$ cat config.mk
export PLATFORM = sky130hd
export DESIGN_NAME = cpu_lsu_wb
export DESIGN_NICKNAME = d
export VERILOG_FILES = /design/src/rtl/cpu_lsu_wb.sv
export SDC_FILE = /design/constraint.sdc
export NUM_CORES = 1
export LEC_CHECK = 0
export CAP_MARGIN = 0
export CORE_UTILIZATION = 45
export CTS_CLUSTER_DIAMETER = 120
export DETAILED_ROUTE_END_ITERATION = 8
export PLACE_DENSITY = 0.83
export SLEW_MARGIN = 40
export SYNTH_ARGS = -nofsm -noshare
export SYNTH_HDL_FRONTEND = slang
export SYNTH_SLANG_ARGS = --single-unit
$ cat constraint.sdc
create_clock -name sys_clk -period 3.55 [get_ports sys_clk]
set_input_delay 0.71 -clock sys_clk [delete_from_list [all_inputs] [get_ports sys_clk]]
set_output_delay 0.71 -clock sys_clk [all_outputs]
set_load 0.005 [all_outputs]
$ cat src/rtl/cpu_lsu_wb.sv
// rtl/cpu_lsu_wb.sv - load/store unit bridging pipeline requests to a Wishbone pipelined master
// Tracks in-flight transfers in a small FIFO so responses return in issue order.
module cpu_lsu_wb #(
    parameter int DW      = 32,
    parameter int AW      = 32,
    parameter int MAX_OUT = 2
) (
    input  logic            sys_clk,
    input  logic            sys_rst,
    input  logic            req_valid,
    output logic            req_ready,
    input  logic            req_we,
    input  logic [1:0]      req_size,
    input  logic            req_unsigned,
    input  logic [AW-1:0]   req_addr,
    input  logic [DW-1:0]   req_wdata,
    input  logic [4:0]      req_rd,
    output logic            rsp_valid,
    output logic [DW-1:0]   rsp_data,
    output logic [4:0]      rsp_rd,
    output logic            rsp_err,
    output logic            data_cyc_out,
    output logic            data_stb_out,
    output logic            data_we_out,
    output logic [DW/8-1:0] data_be_out,
    output logic [AW-1:0]   data_addr_out,
    output logic [DW-1:0]   data_data_out,
    input  logic            data_ack_in,
    input  logic            data_err_in,
    input  logic            data_stall_in,
    input  logic [DW-1:0]   data_data_in,
    output logic            lsu_busy,
    output logic            proto_err
);

    localparam int BW = DW / 8;
    localparam int OW = $clog2(BW);
    localparam int PW = (MAX_OUT > 1) ? $clog2(MAX_OUT) : 1;
    localparam int CW = $clog2(MAX_OUT + 1);

    logic            stb_q;
    logic [1:0]      p_size;
    logic            p_uns;
    logic [OW-1:0]   p_off;
    logic [4:0]      p_rd;

    logic            f_we   [MAX_OUT];
    logic [1:0]      f_size [MAX_OUT];
    logic            f_uns  [MAX_OUT];
    logic [OW-1:0]   f_off  [MAX_OUT];
    logic [4:0]      f_rd   [MAX_OUT];
    logic [PW-1:0]   wptr, rptr;
    logic [CW-1:0]   count;

    logic            illegal, misaligned, bad, idle, space;
    logic            bus_ev, pop, push, accept, issue, bad_acc;
    logic [2:0]      amask;
    logic [BW-1:0]   be_base;
    logic [CW:0]     occ;
    logic [DW-1:0]   ld_shift, ld_mask, ld_data;
    logic            ld_sgn;

    function automatic logic [PW-1:0] nxt(input logic [PW-1:0] p);
        return (p == PW'(MAX_OUT - 1)) ? '0 : p + 1'b1;
    endfunction

    always_comb begin
        amask   = 3'b000;
        be_base = '0;
        case (req_size)
            2'd0: begin amask = 3'b000; be_base = BW'(8'h01); end
            2'd1: begin amask = 3'b001; be_base = BW'(8'h03); end
            2'd2: begin amask = 3'b011; be_base = BW'(8'h0F); end
            default: begin amask = 3'b111; be_base = BW'(8'hFF); end
        endcase
    end

    assign illegal    = (req_size == 2'd3) && (DW == 32);
    assign misaligned = |(req_addr[2:0] & amask);
    assign bad        = illegal | misaligned;

    assign bus_ev = data_ack_in | data_err_in;
    assign pop    = bus_ev & (count != '0);
    assign push   = stb_q & ~data_stall_in;
    assign idle   = (count == '0) & ~stb_q;

    // A held stb is a transfer already committed, so it counts against capacity.
    assign occ    = {1'b0, count} + (CW+1)'(stb_q) - (CW+1)'(pop);
    assign space  = occ < (CW+1)'(MAX_OUT);

    assign req_ready = sys_rst & ~(stb_q & data_stall_in) & (bad ? idle : space);
    assign accept    = req_valid & req_ready;
    assign issue     = accept & ~bad;
    assign bad_acc   = accept & bad;

    assign data_stb_out = stb_q;
    assign data_cyc_out = stb_q | (count != '0);
    assign lsu_busy     = data_cyc_out;

    always_comb begin
        ld_shift = data_data_in >> {f_off[rptr], 3'b000};
        ld_mask  = '1;
        ld_sgn   = 1'b0;
        case (f_size[rptr])
            2'd0: begin ld_mask = DW'(8'hFF);         ld_sgn = ld_shift[7];  end
            2'd1: begin ld_mask = DW'(16'hFFFF);      ld_sgn = ld_shift[15]; end
            2'd2: begin ld_mask = DW'(32'hFFFF_FFFF); ld_sgn = ld_shift[31]; end
            default: begin ld_mask = '1;              ld_sgn = 1'b0;         end
        endcase
        ld_data = (ld_shift & ld_mask) | ((~f_uns[rptr] & ld_sgn) ? ~ld_mask : '0);
    end

    always_ff @(posedge sys_clk or negedge sys_rst) begin
        if (!sys_rst) begin
            stb_q         <= 1'b0;
            data_we_out   <= 1'b0;
            data_be_out   <= '0;
            data_addr_out <= '0;
            data_data_out <= '0;
            p_size        <= '0;
            p_uns         <= 1'b0;
            p_off         <= '0;
            p_rd          <= '0;
            wptr          <= '0;
            rptr          <= '0;
            count         <= '0;
            rsp_valid     <= 1'b0;
            rsp_data      <= '0;
            rsp_rd        <= '0;
            rsp_err       <= 1'b0;
            proto_err     <= 1'b0;
        end else begin
            if (issue) begin
                stb_q         <= 1'b1;
                data_we_out   <= req_we;
                data_be_out   <= be_base << req_addr[OW-1:0];
                data_addr_out <= req_addr & ~AW'(BW - 1);
                data_data_out <= req_wdata << {req_addr[OW-1:0], 3'b000};
                p_size        <= req_size;
                p_uns         <= req_unsigned;
                p_off         <= req_addr[OW-1:0];
                p_rd          <= req_rd;
            end else if (push) begin
                stb_q <= 1'b0;
            end
            if (push)
                wptr <= nxt(wptr);
            if (pop)
                rptr <= nxt(rptr);
            count <= count + CW'(push) - CW'(pop);

            rsp_valid <= (pop & (data_err_in | ~f_we[rptr])) | bad_acc;
            rsp_err   <= pop ? data_err_in : bad_acc;
            rsp_data  <= (pop & ~data_err_in & ~f_we[rptr]) ? ld_data : '0;
            rsp_rd    <= pop ? f_rd[rptr] : (bad_acc ? req_rd : '0);

            if (bus_ev & (count == '0))
                proto_err <= 1'b1;
        end
    end

    always_ff @(posedge sys_clk) begin
        if (push) begin
            f_we[wptr]   <= data_we_out;
            f_size[wptr] <= p_size;
            f_uns[wptr]  <= p_uns;
            f_off[wptr]  <= p_off;
            f_rd[wptr]   <= p_rd;
        end
    end

endmodule

==> flow_summary_export.csv <==
group,metric,value,unit
timing,slew_violations,0,
clock_tree,clkSlewWorstSetupHoldPaths,0.06,ns
timing,tns,0,ns
timing,fmax,293,MHz
layout,final_cell_mix,"clkdlybuf4s50_1, nand2_1, dfrtp_1",
power,power.share.clock,26.2,%
setup_path,cp_max_fo,3,
power,peakVddDrop,0.423,mV
place,hpwl,12700,µm
power,p_int,4820,µW
floorplanning,die_x,120,µm
floorplanning,core-area,0.0135,mm²
timing,setup_viol,0,
setup_path,cp.arrival,2.71,ns
setup_path,cp-end-kind,"output port",
setup_path,rr_worst_depth,16,
setup_path,crit_path_start,"count[1]",
yosys,synth_area_per_cell,10.1,µm²
clock_tree,insertion_delay,0.42,ns
power,switchingPower,2130,µW
route,postRouteWirelength,19500,µm
global_routing,grt_pass1_vias,5777,
yosys,ys_ff_latch,144,
global_routing,antenna_found_initial,0,
floorplanning,dieArea,0.0145,mm²
global_routing,grt_first_pass_wirelength,28200,µm
layout,final_common_cell,"clkdlybuf4s50_1",
global_routing,grt_max_degree,80,
route,ant_nets,0,
place,dpl_cell_area,0.00875,mm²
layout,area_growth,54.2,%
timing,finClkSkew,0.00681,ns
yosys,ys_seq_area_share,58.9,%
yosys,yosys_warnings,0,
layout,nNetsFinal,980,
layout,fillers,962,
setup_path,cp-endpoint,"req_ready",
route,viasPerCell,5.37,
clock_tree,cts_made_buffers,17,
clock_tree,clk_path_buf_depth,2,
setup_path,critPathRequiredTime,2.84,ns
power,power.density,715,mW/mm²
timing,layout_min_cycle_time,3.42,ns
clock_tree,ctsHoldBuffers,0,
status,status,"finished clean",
clock_tree,cts_tree,"done",
place,place_congestion,0.886,
clock_tree,cts_max_level,4,
route,drcViolationCount,0,
floorplanning,initial_core_util,46.9,%
timing,hold_violations,0,
global_routing,grt_util_all_layers,25.5,%
route,firstDrtPassIters,5,
setup_path,crit_type,"flip-flop to output port",
job,cap_viol_max_count,0,
layout,multi_input_area,0.00254,mm²
place,dpl.cell_count,1005,
power,swShare,30.6,%
place,pre_cts_slack,-0.393,ns
layout,drive_gt1_share,14.1,%
timing,relSlewSlack,39.9,%
timing,rsz0062_at_grt,"false",
route,wire_per_inst,18.5,µm
yosys,synth_flop_cell,"dfrtp_1",
setup_path,start_kind,"flip-flop",
yosys,synth_cell_types,47,
timing,timing.final.ws_setup,0.134,ns
clock_tree,cts_root_buf,"clkbuf_16",
layout,antenna_cells,0,
layout,stdcell_area,0.00972,mm²
worst_hold_path,min_path_type,"input pin to async pin",
route,vias,5668,
place,portBuffers,221,
yosys,synth_edf_count,22,
setup_path,reg2reg_to,"data_data_out[13]",
global_routing,overflow,0,
layout,fin_cells,1056,
setup_path,reg2reg_from,"count[1]",
floorplanning,die_h,120,µm
yosys,synth-async-reset-ratio,84.7,%
yosys,synth_area,0.00630,mm²
yosys,netlist_instances,623,
timing,period_share,96.2,%
timing,worst_pin_slew,0.901,ns
floorplanning,ios,224,
setup_path,r2r_slack,0.14,ns
power,power.share.sequential,36.1,%
power,p_comb_share,37.7,%
clock_tree,cts_sinks,144,
route,drt_iter0_drc,299,
power,p_leak,0.00443,µW
layout,seq_area,0.00371,mm²
floorplanning,fp-row-count,42,
final cells by class:
cell class | instances | area share [%]
clock buffers | 19 | 4.56
repair buffers | 262 | 27.0
clock inverters | 13 | 1.66
well taps | 176 | 2.27
multi-input cells | 438 | 26.1
flip-flops and latches | 144 | 38.2
inverters | 4 | 0.154
stage by stage:
| step | power [µW] | util (%) | hold slack [ns] |
|---|---|---|---|
| 3_3_place_gp | 4750 | 65.0 | 0.449 |
| 4_1_cts | 6780 | 70.1 | 0.142 |
| 2_1_floorplan | 3480 | - | 0.414 |
| 5_1_grt | 7290 | 72.2 | 0.155 |
| 6_report | 6950 | 72.2 | 0.157 |
| 3_5_place_dp | 4870 | 65.0 | 0.459 |
sequential cells by signal, indices dropped and copies added (netlist names), 2 cells and up:
register       cells
rsp_data          32
f_uns              2
f_off              4
p_rd               5
data_addr_out     30
data_be_out        4
f_rd              10
rsp_rd             5
data_data_out     32
p_off              2
p_size             2
f_size             4
count              2
f_we               2
cells in the mapped netlist (all sizes together) (9+ instances only):
cell | n | share of area, %
nor2b | 13 | 1.3
a211oi | 9 | 1.1
nand2 | 218 | 13
edfxtp | 22 | 10
clkbuf | 17 | 1.0
mux2i | 35 | 5.8
or2 | 9 | 0.89
a21oi | 25 | 2.0
o31ai | 10 | 1.2
nor2 | 25 | 1.5
o21ai | 25 | 2.0
buf | 22 | 2.0
mux2 | 15 | 2.7
dfrtp | 122 | 48
worst max-delay path, cell delays in order (launching register included):
cell	delay, ns
dfrtp_1	0.38
or2_4	0.28
o21ai_4	0.07
nor2_2	0.06
a21o_1	0.16
nand2_2	0.08
fa_2	0.45
o211ai_1	0.15
buf_4	0.17
o21a_1	0.13
o22ai_1	0.08
and2_1	0.16
clkbuf_2	0.11
what timing repair did:
item	CTS	global route
resized for setup	8	31
gates cloned	0	10
setup endpoints to repair	1	78
hold endpoints to repair	0	0
buffers inserted	8	3
pin swaps	3	9
routing by layer:
layer	vias to the layer above	global-route usage (%)	wire, µm
met1	2785	28.1	7210
met4	0	11.3	643
met5	-	0	0
met2	260	44.5	9980
li1	2574	-	-
met3	49	8.63	1660
cells by family (layout without fill, tap and decap cells):
kind of cell / after synthesis / in the layout / share of synthesized area (%)
other cells: 1 / 2 / 0.0595
simple gates: 285 / 286 / 18.5
buf+inv: 43 / 298 / 3.29
flops: 144 / 144 / 58.9
fa+ha+maj: 2 / 2 / 0.516
mux: 50 / 50 / 8.55
compound gates: 92 / 92 / 9.33
xor+xnor: 6 / 6 / 0.834
power by group through the flow:
stage                     registers, µW  clock network [µW]  logic (µW)
after floorplan                    2520                   0         966
after global placement             2490                   0        2260
after detailed placement           2530                   0        2340
after CTS                          2500                1840        2440
after global routing               2560                1910        2820
final                              2510                1820        2620
how the worst min path moves through the flow:
stage                                   to  slack (ns)        startpoint  depth (start not counted)
after floorplan                   count[0]        0.41           sys_rst                          0
after global placement    data_data_out[5]        0.45  data_data_out[5]                          2
after detailed placement    data_be_out[2]        0.46    data_be_out[2]                          2
after CTS                 data_data_out[3]        0.14           sys_rst                          1
after global routing      data_data_out[3]        0.16           sys_rst                          1
final                     data_data_out[3]        0.16           sys_rst                          1
(Power assumes the default switching activity.)
